`config.mk`:
```
export PLATFORM = sky130hd
export DESIGN_NAME = slice_ram_arbiter
export DESIGN_NICKNAME = d
export VERILOG_FILES = /design/src/rtl/slice_ram_arbiter.sv
export SDC_FILE = /design/constraint.sdc
export NUM_CORES = 1
export LEC_CHECK = 0
export CAP_MARGIN = 20
export CORE_MARGIN = 2
export CORE_UTILIZATION = 40
export CTS_BUF_LIST = sky130_fd_sc_hd__clkbuf_8
export DETAILED_ROUTE_END_ITERATION = 10
export GPL_TIMING_DRIVEN = 1
export PLACE_DENSITY = 0.88
export SLEW_MARGIN = 15
export SYNTH_ARGS = -nofsm -noshare
export SYNTH_HDL_FRONTEND = slang
export SYNTH_SLANG_ARGS = --single-unit
```
`constraint.sdc`:
```
create_clock -name clk -period 4.3 [get_ports clk]
set_input_delay 0.43 -clock clk [delete_from_list [all_inputs] [get_ports clk]]
set_output_delay 0.43 -clock clk [all_outputs]
set_load 0.05 [all_outputs]
```
`src/rtl/slice_ram_arbiter.sv`:
```
// slice_ram_arbiter: shares one synchronous single-port RAM between a slice
// writer and a slice reader. It counts the complete slices held in RAM,
// blocks writes when the RAM is full and reads when it is empty, and raises
// a sticky stream_ready flag once enough slices are buffered for display.
// Optional macro SLICE_RAM_ARBITER_ROUND_ROBIN_EN: alternate grants when both
// sides are eligible. When it is undefined, the writer always wins.
//
// state | meaning
// IDLE  | no RAM access this cycle
// WRITE | RAM write issued (ram_we=1), wr_ack high
// READ  | RAM read issued (ram_we=0), rd_ack high
module slice_ram_arbiter #(
  parameter int RAM_ADDR_WIDTH   = 32,
  parameter int RAM_DATA_WIDTH   = 16,
  parameter int IMAGE_IN_RAM     = 18,
  parameter int STREAM_THRESHOLD = 1
) (
  input  logic                              clk,
  input  logic                              rst,
  input  logic                              wr_req,
  input  logic [RAM_ADDR_WIDTH-1:0]         wr_addr,
  input  logic [RAM_DATA_WIDTH-1:0]         wr_data,
  output logic                              wr_ack,
  input  logic                              wr_slice_done,
  input  logic                              rd_req,
  input  logic [RAM_ADDR_WIDTH-1:0]         rd_addr,
  output logic                              rd_ack,
  output logic [RAM_DATA_WIDTH-1:0]         rd_data,
  output logic                              rd_valid,
  input  logic                              rd_slice_done,
  input  logic                              flush,
  output logic [RAM_ADDR_WIDTH-1:0]         ram_addr,
  output logic [RAM_DATA_WIDTH-1:0]         ram_wdata,
  output logic                              ram_we,
  input  logic [RAM_DATA_WIDTH-1:0]         ram_rdata,
  output logic [$clog2(IMAGE_IN_RAM+1)-1:0] slice_count,
  output logic                              stream_ready
);

  localparam int               CNT_W   = $clog2(IMAGE_IN_RAM + 1);
  localparam logic [CNT_W-1:0] CNT_MAX = CNT_W'(IMAGE_IN_RAM);

  localparam logic [1:0] IDLE  = 2'd0;
  localparam logic [1:0] WRITE = 2'd1;
  localparam logic [1:0] READ  = 2'd2;

  logic [1:0]                r_state;
  logic [1:0]                w_next_state;
  logic [RAM_ADDR_WIDTH-1:0] r_ram_addr;
  logic [RAM_DATA_WIDTH-1:0] r_ram_wdata;
  logic                      r_rd_valid;
  logic [CNT_W-1:0]          r_slice_count;
  logic                      r_stream_ready;

  logic w_wr_elig;
  logic w_rd_elig;
  logic w_grant_wr;
  logic w_grant_rd;
  logic w_do_wr;
  logic w_do_rd;
  logic w_thresh_met;

  // A full RAM cannot accept another slice; an empty one has nothing to read.
  assign w_wr_elig = wr_req && (r_slice_count != CNT_MAX);
  assign w_rd_elig = rd_req && (r_slice_count != '0);

`ifdef SLICE_RAM_ARBITER_ROUND_ROBIN_EN
  logic r_last_wr;

  // Remember who was served last so a conflict goes to the other side;
  // starting as "read" lets the writer win the first conflict after reset.
  always_ff @(posedge clk or posedge rst) begin
    if (rst)
      r_last_wr <= 1'b0;
    else if (w_do_wr || w_do_rd)
      r_last_wr <= w_do_wr;
  end

  assign w_grant_wr = w_wr_elig && !(w_rd_elig && r_last_wr);
`else
  assign w_grant_wr = w_wr_elig;
`endif

  assign w_grant_rd = w_rd_elig && !w_grant_wr;

  // flush wins over any request in the same cycle, so no access is issued.
  assign w_do_wr = w_grant_wr && !flush;
  assign w_do_rd = w_grant_rd && !flush;

  // Next state is decided fresh every cycle, which allows back-to-back grants.
  always_comb begin
    w_next_state = IDLE;
    if (w_do_wr)
      w_next_state = WRITE;
    else if (w_do_rd)
      w_next_state = READ;
  end

  // FSM state plus registered RAM address/data; address holds while idle.
  always_ff @(posedge clk or posedge rst) begin
    if (rst) begin
      r_state     <= IDLE;
      r_ram_addr  <= '0;
      r_ram_wdata <= '0;
    end else begin
      r_state <= w_next_state;
      if (w_do_wr) begin
        r_ram_addr  <= wr_addr;
        r_ram_wdata <= wr_data;
      end else if (w_do_rd) begin
        r_ram_addr  <= rd_addr;
      end
    end
  end

  // RAM returns data one cycle after a read is presented.
  always_ff @(posedge clk or posedge rst) begin
    if (rst)
      r_rd_valid <= 1'b0;
    else
      r_rd_valid <= (r_state == READ);
  end

  // Slice occupancy: saturating up/down counter; simultaneous pulses cancel.
  always_ff @(posedge clk or posedge rst) begin
    if (rst)
      r_slice_count <= '0;
    else if (flush)
      r_slice_count <= '0;
    else if (wr_slice_done && !rd_slice_done && (r_slice_count != CNT_MAX))
      r_slice_count <= r_slice_count + 1'b1;
    else if (rd_slice_done && !wr_slice_done && (r_slice_count != '0))
      r_slice_count <= r_slice_count - 1'b1;
  end

  assign w_thresh_met = (int'(r_slice_count) >= STREAM_THRESHOLD);

  // Sticky stream-start flag; once display starts it is not paused by underrun.
  always_ff @(posedge clk or posedge rst) begin
    if (rst)
      r_stream_ready <= 1'b0;
    else if (flush)
      r_stream_ready <= 1'b0;
    else if (w_thresh_met)
      r_stream_ready <= 1'b1;
  end

  assign wr_ack       = (r_state == WRITE);
  assign rd_ack       = (r_state == READ);
  assign ram_we       = (r_state == WRITE);
  assign ram_addr     = r_ram_addr;
  assign ram_wdata    = r_ram_wdata;
  assign rd_valid     = r_rd_valid;
  assign rd_data      = r_rd_valid ? ram_rdata : '0;
  assign slice_count  = r_slice_count;
  assign stream_ready = r_stream_ready;

endmodule

```
==> results.py <==
metrics = {
    "route": {
        "drtIter0Drc": 141,
        "vias": 2445,
        "drtPass1Iterations": 4,
        "drc_errors": 0,
        "drt_wl_total_mm": 8.08,
        "wire_per_inst_um": 17.2,
        "drt.antenna.violating_nets": 0,
        "vias_per_cell": 5.19,
    },
    "setup_path": {
        "r2r_slack_ns": 1.94,
        "startpoint_type": "flop",
        "r2r-end": "ram_addr[19]$_DFFE_PP0P_",
        "worstPathArrival_ns": 2.61,
        "setup.worst_path.end_class": "flop",
        "required_ns": 4.55,
        "reg2reg_depth": 6,
        "crit_type": "reg -> reg",
        "crit_fanout": 33,
        "reg2reg_from": "slice_count[0]$_DFFE_PP0P_",
    },
    "sta": {
        "setup_tns_ns": 0,
        "fin_skew_ns": 0.0128,
        "worstMarginPinSlew_ns": 0.713,
        "hold_viol_final": 0,
        "rsz0062_at_grt": "false",
        "max_freq_mhz": 425,
        "worst_slack_ns": 1.94,
        "setup_violations": 0,
        "period_share_pct": 54.8,
        "relSlewSlack_pct": 52.5,
        "maxSlewViolCount": 0,
        "period_needed_ns": 2.36,
    },
    "layout": {
        "antennaDiodeCount": 0,
        "multi_input_area_um2": 1140,
        "seqCellArea_um2": 1430,
        "drive_gt1_share_pct": 8.38,
        "nets": 498,
        "syn2layout_area_growth_pct": 75.8,
        "fill_cells": 462,
    },
    "clock_network": {
        "cts_max_path_buffers": 2,
        "cts_resized": 0,
        "cts_inserted_buffers": 9,
        "insertion_delay_ns": 0.33,
        "holdBufCountCts": 0,
        "post_cts_buffers": 0,
        "cts_root_buf": "clkbuf_8",
        "htreeDepth": 3,
        "cts_tree": "yes",
        "clkSinkCount": 57,
        "path_clk_slew_ns": 0.07,
    },
    "global_routing": {
        "grt_max_degree": 58,
        "grt_pass1_wl_mm": 12.6,
        "grt.total_usage_pct": 22.4,
        "antenna_found_initial": 0,
        "grt_overflow": 0,
        "grt_pass1_vias": 2441,
    },
    "logic_synthesis": {
        "yosysMostFrequentCell": "dfrtp_1",
        "ys_top_cells_by_count": "57 x dfrtp_1, 48 x and2_1, 32 x a221o_1",
        "synth.avg_cell_area_um2": 12.4,
        "yosysUniqueCellTypes": 32,
        "ys_warn_count": 0,
        "yosysTopAreaCellShare_pct": 53.8,
        "synth_edf_count": 0,
        "yosysSeqAreaShare_pct": 53.8,
        "ys.flop_type": "dfrtp_1",
        "synth-seq-cells": 57,
        "synth.largest_area_cell": "dfrtp_1",
        "netlist_instances": 214,
        "synth_area_leaders": "dfrtp_1 54%, a221o_1 12%, and2_1 11%",
        "synth_nets": 322,
        "syn_area_um2": 2650,
        "synthArstFlopShare_pct": 100,
    },
    "job": {
        "maxCapViolations": 0,
    },
    "pwr": {
        "p_leak_nw": 1.95,
        "power_density_nw_per_um2": 437,
        "ir_drop_mv": 0.318,
    },
    "worst_hold_path": {
        "hp-class": "reg -> reg",
        "holdPathStages": 1,
        "min_to": "rd_valid$_DFF_PP0_",
        "min_from": "r_state[0]$_DFF_PP0_",
    },
    "floorplanning": {
        "design.core.area_um2": 6390,
        "fp.dieArea_um2": 7300,
        "core.rowCount": 29,
        "die_h_um": 85.4,
        "dieWidth_um": 85.4,
        "start_util_pct": 41.5,
        "pin_count": 177,
    },
    "placement": {
        "pre_cts_ws_ns": 1.86,
        "place_congestion": 0.855,
        "port_buffers": 176,
        "hpwl_mm": 6.22,
    },
    "outcome": {
        "status": "finished, final reports clean",
    },
}
-- layer usage --
layer	GRT usage (%)	part of all wire, %
met2	38.7	50
met4	10.8	3.6
met1	24.9	37
met5	0	0
met3	6.91	9.2
-- layout make-up --
cell class                 instances  area share, %
sequential                        57           30.6
inverter                           4          0.322
timing repair buffer             179           38.4
tap                               77           2.07
multi-input combinational        139           24.4
clock inverter                     4          0.940
clock buffer                      11           3.25
-- per-stage QoR --
stage               cell area [µm²]  instances  power (W)  hold slack, ns  util [%]
floorplan                      2650        214    0.00120           0.565         -
detailed placement             4470        456    0.00155           0.427      69.9
global placement               4450        455    0.00153           0.418      69.7
global route                   4660        471    0.00212           0.452      73.0
finish                         4660        471    0.00203           0.442      73.0
CTS                            4660        471    0.00205           0.444      73.0
-- power breakdown --
| group | switching [W] | internal, W | total (W) |
|---|---|---|---|
| logic | 0.000503 | 0.000341 | 0.000844 |
| clock network | 0.000203 | 0.000292 | 0.000495 |
| registers | 0.0000663 | 0.000630 | 0.000696 |
| total | 0.000772 | 0.00126 | 0.00203 |
-- how the worst max path moves through the flow --
stage	cells after the start	endpoint	slack (ns)	start
2_1_floorplan	7	ram_wdata[0]$_DFFE_PP0N_	2.04	slice_count[0]$_DFFE_PP0P_
3_3_place_gp	4	ram_addr[23]$_DFFE_PP0P_	1.68	flush
3_5_place_dp	4	ram_addr[19]$_DFFE_PP0P_	1.86	flush
4_1_cts	6	ram_addr[27]$_DFFE_PP0P_	1.94	slice_count[0]$_DFFE_PP0P_
5_1_grt	6	ram_addr[20]$_DFFE_PP0P_	1.74	slice_count[0]$_DFFE_PP0P_
6_report	6	ram_addr[19]$_DFFE_PP0P_	1.94	slice_count[0]$_DFFE_PP0P_
-- cells by family after synthesis --
group	after synthesis	synth area share [%]
fa+ha+maj	5	2.36
buf+inv	18	3.44
flops	57	53.8
simple gates	74	18.0
mux	18	7.65
compound gates	42	14.8
-- layout by cell type, fill, tap and decap left out, types with 5 or more instances in the layout --
cell type / n
mux2_1: 9
ha_1: 5
clkbuf_8: 11
a221o_1: 32
dfrtp_1: 57
clkdlybuf4s50_1: 176
mux2_2: 9
nor3_1: 5
and2_1: 48
nor2_1: 5
-- state kept, by name (all words and copies together), names as in the netlist --
register and count:
r_state 2, stream_ready 1, ram_addr 32, slice_count 5, ram_wdata 16, rd_valid 1
-- critical path, cell delays in order, from the launching register on --
cell	delay [ns]
dfrtp_1	0.51
inv_1	0.14
ha_1	0.23
nor4b_2	0.17
nor3b_1	0.32
o21a_2	0.62
a221o_1	0.27
No activity file was read; power rests on OpenSTA's default activity.
